--- src/rtl/display_pkg.sv ---
// Shared types and seven-segment helpers for the radix counter display.
package display_pkg;

    typedef enum logic [1:0] {
        RADIX_DEC = 2'd0,
        RADIX_OCT = 2'd1,
        RADIX_HEX = 2'd2
    } radix_e;

    typedef enum logic [1:0] {
        ST_IDLE,
        ST_LOAD,
        ST_SHIFT,
        ST_DONE
    } conv_state_e;

    localparam logic [6:0] SEG_BLANK = 7'h7F;
    localparam logic [6:0] SEG_DASH  = 7'h3F;

    // Active-low segments, bit0 = a .. bit6 = g.
    function automatic logic [6:0] seg7_encode(input logic [3:0] v);
        case (v)
            4'h0: return 7'h40;
            4'h1: return 7'h79;
            4'h2: return 7'h24;
            4'h3: return 7'h30;
            4'h4: return 7'h19;
            4'h5: return 7'h12;
            4'h6: return 7'h02;
            4'h7: return 7'h78;
            4'h8: return 7'h00;
            4'h9: return 7'h10;
            4'hA: return 7'h08;
            4'hB: return 7'h03;
            4'hC: return 7'h46;
            4'hD: return 7'h21;
            4'hE: return 7'h06;
            default: return 7'h0E;
        endcase
    endfunction

    // Radix code 11 is treated as decimal.
    function automatic radix_e radix_decode(input logic [1:0] r);
        case (r)
            2'b01:   return RADIX_OCT;
            2'b10:   return RADIX_HEX;
            default: return RADIX_DEC;
        endcase
    endfunction

endpackage

--- src/rtl/radix_counter_display_tick_gen.sv ---
// Free-running divider: one-cycle o_tick every P_DIV clocks, independent of pause.
module tick_gen #(
    parameter int P_DIV = 10000
) (
    input  logic i_clk,
    input  logic reset,
    output logic o_tick
);
    localparam int CW = $clog2(P_DIV);

    logic [CW-1:0] cnt;

    assign o_tick = (cnt == CW'(P_DIV - 1));

    always_ff @(posedge i_clk or negedge reset) begin
        if (!reset)      cnt <= '0;
        else if (o_tick) cnt <= '0;
        else             cnt <= cnt + 1'b1;
    end
endmodule

--- src/rtl/radix_counter_display.sv ---
// Up/down/shift counter with a sequential binary-to-digit converter driving
// P_DIGITS active-low seven-segment digits in decimal, octal or hex.
module radix_counter_display
    import display_pkg::*;
#(
    parameter int          P_WIDTH  = 12,
    parameter int          P_DIGITS = 4,
    parameter logic [31:0] P_INIT   = 32'hB78,
    parameter int          P_DIV    = 10000,
    parameter int          P_SHL    = 2,
    parameter int          P_SHR    = 1
) (
    input  logic                    i_clk,
    input  logic                    reset,
    input  logic                    input_pause,
    input  logic                    dcrm,
    input  logic                    shift_left,
    input  logic                    shift_right,
    input  logic                    set,
    input  logic [1:0]              radix,
    output logic                    o_tick,
    output logic [P_WIDTH-1:0]      data,
    output logic [7*P_DIGITS-1:0]   seg,
    output logic                    seg_valid,
    output logic                    overflow,
    output logic [P_WIDTH-1:0]      LEDS
);
    localparam logic [P_WIDTH-1:0] INIT_V = P_INIT[P_WIDTH-1:0];
    // BCD digits needed to hold 2^P_WIDTH-1 (floor(W*log10 2)+1).
    localparam int BCD_N = (P_WIDTH * 301) / 1000 + 1;
    localparam int BW    = 4 * BCD_N;
    localparam int IW    = $clog2(P_WIDTH + 1);

    tick_gen #(.P_DIV(P_DIV)) u_tick (
        .i_clk  (i_clk),
        .reset  (reset),
        .o_tick (o_tick)
    );

    // ---------------- counter ----------------
    logic [P_WIDTH-1:0] data_nxt;

    always_comb begin
        data_nxt = data;
        if (o_tick && !input_pause) begin
            if (set)              data_nxt = INIT_V;
            else if (shift_left)  data_nxt = data << P_SHL;
            else if (shift_right) data_nxt = data >> P_SHR;
            else if (dcrm)        data_nxt = data - 1'b1;
            else                  data_nxt = data + 1'b1;
        end
    end

    always_ff @(posedge i_clk or negedge reset) begin
        if (!reset) data <= INIT_V;
        else        data <= data_nxt;
    end

    assign LEDS = data;

    // ---------------- conversion ----------------
    conv_state_e                state;
    logic                       pending;
    logic [1:0]                 radix_q;
    logic [P_WIDTH-1:0]         snap;
    radix_e                     snap_radix;
    logic [BW-1:0]              bcd;
    logic [IW-1:0]              iter;

    logic                       chg;
    logic [BW-1:0]              bcd_adj;
    logic [P_WIDTH+4*P_DIGITS-1:0] pad_bin;
    logic [BW+4*P_DIGITS-1:0]   pad_bcd;
    logic [3:0]                 nib;
    logic                       ovf_c;
    logic [7*P_DIGITS-1:0]      seg_c;

    // A radix edge is seen combinationally so an idle converter starts at once.
    assign chg = (data_nxt != data) || (radix != radix_q);

    always_comb begin
        bcd_adj = bcd;
        for (int k = 0; k < BCD_N; k++)
            if (bcd[4*k +: 4] >= 4'd5) bcd_adj[4*k +: 4] = bcd[4*k +: 4] + 4'd3;
    end

    always_comb begin
        pad_bin = '0;
        pad_bin[P_WIDTH-1:0] = snap;
        pad_bcd = '0;
        pad_bcd[BW-1:0] = bcd;
        nib   = '0;
        seg_c = '0;
        case (snap_radix)
            RADIX_OCT: ovf_c = |(pad_bin >> (3 * P_DIGITS));
            RADIX_HEX: ovf_c = |(pad_bin >> (4 * P_DIGITS));
            default:   ovf_c = |(pad_bcd >> (4 * P_DIGITS));
        endcase
        for (int k = 0; k < P_DIGITS; k++) begin
            case (snap_radix)
                RADIX_OCT: nib = {1'b0, pad_bin[3*k +: 3]};
                RADIX_HEX: nib = pad_bin[4*k +: 4];
                default:   nib = pad_bcd[4*k +: 4];
            endcase
            seg_c[7*k +: 7] = ovf_c ? SEG_DASH : seg7_encode(nib);
        end
    end

    always_ff @(posedge i_clk or negedge reset) begin
        if (!reset) begin
            state      <= ST_IDLE;
            pending    <= 1'b1;
            radix_q    <= 2'b00;
            snap       <= '0;
            snap_radix <= RADIX_DEC;
            bcd        <= '0;
            iter       <= '0;
            seg        <= {P_DIGITS{SEG_BLANK}};
            seg_valid  <= 1'b0;
            overflow   <= 1'b0;
        end else begin
            seg_valid <= 1'b0;
            radix_q   <= radix;

            if (state == ST_IDLE && (pending || chg)) pending <= 1'b0;
            else if (chg)                             pending <= 1'b1;

            case (state)
                ST_IDLE: if (pending || chg) state <= ST_LOAD;
                ST_LOAD: begin
                    snap       <= data;
                    snap_radix <= radix_decode(radix);
                    bcd        <= '0;
                    iter       <= IW'(P_WIDTH);
                    state      <= (radix_decode(radix) == RADIX_DEC) ? ST_SHIFT : ST_DONE;
                end
                ST_SHIFT: begin
                    {bcd, snap} <= {bcd_adj, snap} << 1;
                    iter        <= iter - 1'b1;
                    if (iter == IW'(1)) state <= ST_DONE;
                end
                default: begin
                    seg       <= seg_c;
                    overflow  <= ovf_c;
                    seg_valid <= 1'b1;
                    state     <= ST_IDLE;
                end
            endcase
        end
    end
endmodule

--- config.mk ---
export PLATFORM = sky130hd
export DESIGN_NAME = radix_counter_display
export DESIGN_NICKNAME = d
export VERILOG_FILES = /design/src/rtl/display_pkg.sv /design/src/rtl/radix_counter_display_tick_gen.sv /design/src/rtl/radix_counter_display.sv
export SDC_FILE = /design/constraint.sdc
export NUM_CORES = 1
export LEC_CHECK = 0
export ABC_AREA = 0
export ABC_CLOCK_PERIOD_IN_PS = 3480
export CAP_MARGIN = 40
export CORE_MARGIN = 1
export CORE_UTILIZATION = 50
export DETAILED_ROUTE_END_ITERATION = 7
export GPL_TIMING_DRIVEN = 0
export PLACE_DENSITY = 0.71
export SKIP_CTS_REPAIR_TIMING = 1
export SYNTH_ARGS = -nofsm -noshare
export SYNTH_HDL_FRONTEND = slang
export SYNTH_SLANG_ARGS = --single-unit
--- constraint.sdc ---
create_clock -name i_clk -period 3.48 [get_ports i_clk]
set_input_delay 0.696 -clock i_clk [delete_from_list [all_inputs] [get_ports i_clk]]
set_output_delay 0.696 -clock i_clk [all_outputs]
set_load 0.03 [all_outputs]
==> flow_summary.yaml, run 1 <==
global_route:
  grt_pass1_vias: 5865
  gr-total-overflow: 0
  grt_max_degree: 52
  grt_util_all_layers_pct: 25.7
  antenna_found_initial: 0
  grt_pass1_wl_mm: 28.7
worst_setup_path:
  reg2reg_to: "state[0]"
  reg2reg_slack_ps: 120
  reg2reg_depth: 10
  critical_path.max_stage_delay_ps: 470
  criticalPathCategory: "in -> reg"
  cp_cell_sequence: "buf_4, ha_1, buf_4, or4b_1, or4_1, nand3_1, a31oi_1, a2111oi_4, a41oi_2, o41ai_2, mux2_1"
  cp_max_fo: 12
  critPathRequiredTime_ps: 3720
  start_kind: "input port"
  regToRegStartpoint: "LEDS[3]"
  crit_slowest_cell: "o41ai_2"
  cpMostUsedCell: "buf_4"
  arrival_ps: 3650
  worstSetupEndpointType: "flip-flop"
die:
  ios: 64
  rows: 41
  start_util_pct: 51.9
  die_area_um2: 13800
  core-area_um2: 12800
  dieHeight_um: 117
  die_w_um: 117
routing:
  wl_per_cell_um: 16.8
  drtIter0Drc: 402
  vias: 5993
  drc_errors: 0
  dr.pass1.iters: 7
  vias_per_cell: 5.89
  ant_nets: 0
  wl_mm: 17.2
yosys:
  synth_area_um2: 6660
  seq_area_frac_synth_pct: 36.0
  synth_top_area_share_pct: 21.8
  yosysTopAreaCell: "dfrtp_1"
  synth_async_sr_flop_share_pct: 100
  synth_cell_types: 73
  synth_warnings: 0
  synth.most_common_cell: "a21oi_1"
  synth_area_leaders: "dfrtp_1, dfstp_2, ha_1"
  yosys-top-cells-count: "a21oi_1, nor2_1, dfrtp_1, nand2_1, ha_1"
  ys_ff_latch: 94
  synth_flop_cell: "dfrtp_1"
  avgSynthCellArea_um2: 8.76
  syn_nets: 823
  synth-edff-count: 0
  syn-instance-count: 760
layout:
  fin_cells: 1018
  drive_above_1_share_pct: 12.6
  fillers: 1103
  regArea_um2: 2400
  n_antenna_cell: 0
  fin_nets: 904
  multi_input_area_um2: 3860
  area_delta_synth_final_pct: 19.5
timing:
  skew_ps: 6.36
  finalHoldViolations: 0
  final_max_slew_viol_count: 0
  period_minus_slack_ps: 3410
  tightest_slew_ps: 723
  setup_ws_ps: 72.1
  timing.fmax_ghz: 0.293
  period_share_pct: 97.9
  rsz0062_at_grt: "no"
  max_slew_margin_pct: 51.3
  setup-violations-final: 0
clock_network:
  clkTransAtPathRegs_ps: 70
  worstSkewPairLatency_ps: 360
  cts_tree: "done"
  clockBufferDepth: 2
  root_buffer: "clkbuf_16"
  cts_made_buffers: 9
  clock_sinks: 94
  htree_levels: 3
placement:
  routabilityCongestion: 0.910
  dp_slack_ps: -1100
  port_buffers: 60
  placedCellCount: 993
  dpl.hpwl_mm: 12.5
job:
  maxCapViolCount: 0
power:
  p_leak_nw: 3.38
  ir_drop_v: 0.000275
  power_density_nw_per_um2: 705
  power_mw: 5.61
outcome:
  status: "complete, no violations"
min_path:
  hold_class: "in -> async"
[state kept, by name, summed over array words and instances (netlist names)]
name / flops
snap_radix: 2
LEDS: 12
bcd: 16
radix_q: 2
seg: 28
seg_valid: 1
iter: 4
snap: 12
u_tick.cnt: 14
pending: 1
state: 2
[placed cells by master, fill, tap and decap left out, types with 4 or more instances in the layout]
cell type / synthesis / layout
nand2b_1: 12 / 12
o221ai_1: 9 / 9
xnor2_1: 19 / 19
buf_4: 13 / 26
clkbuf_1: 33 / 31
dfstp_2: 36 / 36
and2_1: 4 / 4
a31oi_1: 17 / 17
o211ai_1: 6 / 6
nand4_1: 8 / 8
ha_1: 53 / 52
nand2_1: 58 / 58
a22oi_1: 9 / 9
a221oi_1: 4 / 4
o21a_1: 8 / 8
a21o_1: 6 / 6
clkdlybuf4s50_1: 0 / 56
dfrtp_1: 58 / 57
nor4_1: 4 / 4
o22ai_1: 11 / 11
and3_1: 5 / 5
mux2i_1: 23 / 23
o21ai_0: 38 / 37
inv_1: 46 / 46
clkbuf_16: 0 / 9
nand3b_1: 6 / 6
nor3_1: 19 / 19
nor2_1: 73 / 72
nor2b_1: 7 / 7
nand3_1: 18 / 18
a21oi_1: 74 / 72
xor2_1: 13 / 13
[worst max-delay path: cells and delay by family]
family	cells	cell delay [ps]
multiplexers	1	360
adder cells (fa/ha/maj)	1	290
AND/OR/NAND/NOR	3	970
AO/OA/AOI/OAI	4	1020
buffers and inverters	2	310
[report_power, final]
part           total, mW  internal [mW]  leakage (nW)  switching (mW)
clock               1.18          0.712         0.171           0.467
combinational       2.74           1.00          2.09            1.74
sequential          1.69           1.48          1.12           0.203
[layout make-up]
class	instances	share of cell area, %
Clock buffer	9	2.83
Timing Repair Buffer	71	8.74
Tap cell	172	2.70
Clock inverter	7	1.57
Sequential cell	94	30.1
Buffer	52	3.27
Multi-Input combinational cell	567	48.6
Inverter	46	2.17
[stage by stage]
step	cell area, um^2	setup TNS [ps]	utilization [%]	hold WS, ps
2_1_floorplan	6660	0	-	400
3_3_place_gp	7470	-125880	58.3	462
3_5_place_dp	7490	-3020	58.4	460
4_1_cts	7840	-1980	61.1	401
5_1_grt	7960	0	62.0	428
6_report	7960	0	62.0	379
[metal layers]
layer	share of wire [%]	vias to the layer above	routed length [um]	track usage (%)
li1	-	2881	-	-
met1	43	2895	7330	31.1
met2	50	167	8620	43.9
met3	3.7	50	634	4.38
met4	3.3	0	565	13.3
met5	0	-	0	0
[worst max path at each step]
stage	from	end	slack, ps
floorplan	dcrm	state[0]	80
global placement	reset	u_tick.cnt[8]	-1750
detailed placement	dcrm	state[0]	-1100
CTS	dcrm	state[0]	-750
global route	dcrm	state[0]	3
finish	dcrm	state[0]	70
[cell families (layout without fill, tap and decap cells)]
| group | count (synthesis) | after routing | synth area share, % |
|---|---|---|---|
| other | 1 | 1 | 0.0563 |
| adder cells (fa/ha/maj) | 54 | 54 | 10.3 |
| multiplexers | 28 | 28 | 4.47 |
| buffers and inverters | 99 | 185 | 6.50 |
| AND/OR/NAND/NOR | 230 | 230 | 16.6 |
| flip-flops | 94 | 94 | 36.0 |
| AO/OA/AOI/OAI | 222 | 222 | 21.9 |
| XOR/XNOR | 32 | 32 | 4.21 |
(Power assumes the default switching activity.)
==> run 2: changes to the inputs <==
--- a/config.mk
+++ b/config.mk
@@ -6,7 +6,7 @@
 export NUM_CORES = 1
 export LEC_CHECK = 0
 export ABC_AREA = 0
-export ABC_CLOCK_PERIOD_IN_PS = 3480
+export ABC_CLOCK_PERIOD_IN_PS = 3900
 export CAP_MARGIN = 40
 export CORE_MARGIN = 1
 export CORE_UTILIZATION = 50
==> constraint.sdc (replaced) <==
create_clock -name i_clk -period 3.9 [get_ports i_clk]
set_input_delay 0.78 -clock i_clk [delete_from_list [all_inputs] [get_ports i_clk]]
set_output_delay 0.78 -clock i_clk [all_outputs]
set_load 0.03 [all_outputs]
==> flow_summary.yaml, run 2 (synthesis gave the netlist of run 1 again) <==
min_path:
  hold_class: "in -> async"
worst_setup_path:
  reg2reg_depth: 10
  reg2reg_slack_ps: 300
  arrival_ps: 3990
  critPathRequiredTime_ps: 4140
  worstSetupEndpointType: "flip-flop"
  reg2reg_to: "state[0]"
  regToRegStartpoint: "LEDS[3]"
  cp_max_fo: 12
  start_kind: "input port"
  criticalPathCategory: "in -> reg"
timing:
  finalHoldViolations: 0
  timing.fmax_ghz: 0.267
  whs_ps: 463
  period_share_pct: 96.2
  tightest_slew_ps: 748
  skew_ps: 6.56
  finalSetupTns_ps: 0
  setup_ws_ps: 149
  setup-violations-final: 0
  max_slew_margin_pct: 50.0
  rsz0062_at_grt: "no"
  final_max_slew_viol_count: 0
  period_minus_slack_ps: 3750
layout:
  fin_nets: 895
  largest_reg_flops: 28
  largest-register: "seg"
  drive_above_1_share_pct: 10.6
  final_cell_mix: "a21oi_1, nor2_1, dfrtp_1, nand2_1, clkdlybuf4s50_1"
  fin_cells: 1009
  area_delta_synth_final_pct: 18.0
  finalInstanceArea_um2: 7850
  n_antenna_cell: 0
  top_regs: "seg (28), bcd (16), u_tick.cnt (14)"
  mostFrequentLayoutCell: "a21oi_1"
global_route:
  grt_util_all_layers_pct: 25.7
  grt_max_degree: 52
  antenna_found_initial: 0
  gr-total-overflow: 0
  grt_pass1_vias: 5865
  grt_pass1_wl_mm: 28.7
placement:
  routabilityCongestion: 0.910
  dpl.hpwl_mm: 12.5
  dp_slack_ps: -760
  port_buffers: 60
  placedCellCount: 993
  place_area_um2: 7490
die:
  die_area_um2: 13800
  core-area_um2: 12800
  rows: 41
  die_w_um: 117
  start_util_pct: 51.9
  dieHeight_um: 117
  ios: 64
routing:
  wl_per_cell_um: 16.9
  ant_nets: 0
  drtIter0Drc: 418
  wl_mm: 17.0
  vias_per_cell: 5.88
  vias: 5935
  drc_errors: 0
  dr.pass1.iters: 7
clock_network:
  cts_made_buffers: 9
  clockBufferDepth: 2
  root_buffer: "clkbuf_16"
  clock_sinks: 94
  htree_levels: 3
  cts_tree: "done"
  worstSkewPairLatency_ps: 360
  clkTransAtPathRegs_ps: 70
power:
  ir_drop_v: 0.000246
  power_density_nw_per_um2: 638
  p_leak_nw: 3.29
job:
  maxCapViolCount: 0
outcome:
  status: "complete, no violations"
-- run 2: changes by cell type in the layout (fill, tap and decap cells not counted), moves of 2 or more --
cell	before	now
clkbuf_1	31	33
buf_4	26	14
dlymetal6s2s_1	2	0
clkdlybuf4s50_1	56	58
a21oi_1	72	74
a21oi_2	2	0
-- run 2: how the worst max path moves through the flow --
| stage | depth (start not counted) | from | end |
|---|---|---|---|
| 4_1_cts | 11 | dcrm | state[0] |
| 3_3_place_gp | 1 | reset | u_tick.cnt[8] |
| 2_1_floorplan | 10 | dcrm | state[0] |
| 6_report | 11 | dcrm | state[0] |
| 3_5_place_dp | 11 | dcrm | state[0] |
| 5_1_grt | 10 | dcrm | state[0] |
-- run 2: cell type report --
class | count | area [um^2]
clock buffer | 9 | 225
fill | 1121 | 4970
multi-input combinational | 567 | 3840
tap | 172 | 215
timing repair buffer | 61 | 613
buffer | 53 | 260
inverter | 46 | 173
clock inverter | 7 | 125
sequential | 94 | 2400
-- run 2: critical path, stage by stage --
cell and delay (ps):
clkbuf_2 220, ha_1 340, buf_2 170, or4b_1 450, or4_1 420, nand3_1 100
a31oi_1 90, a2111oi_4 380, a41oi_2 220, o41ai_2 450, mux2_1 360
-- run 2: power by group --
group,internal (mW),switching (mW)
clock,0.635,0.417
combinational,0.894,1.56
sequential,1.32,0.183
-- run 2: metal layers --
layer / share of wire (%) / vias to the layer above / track usage [%]
li1: - / 2861 / -
met1: 43 / 2869 / 31.1
met2: 50 / 158 / 43.9
met3: 4.0 / 47 / 4.38
met4: 3.2 / 0 / 13.3
met5: 0 / - / 0
-- run 2: per-stage QoR --
| step | util (%) | power, mW |
|---|---|---|
| CTS | 61.1 | 5.02 |
| global route | 61.2 | 5.36 |
| detailed placement | 58.4 | 3.95 |
| finish | 61.2 | 5.01 |
| global placement | 58.3 | 3.87 |
| floorplan | - | 3.19 |
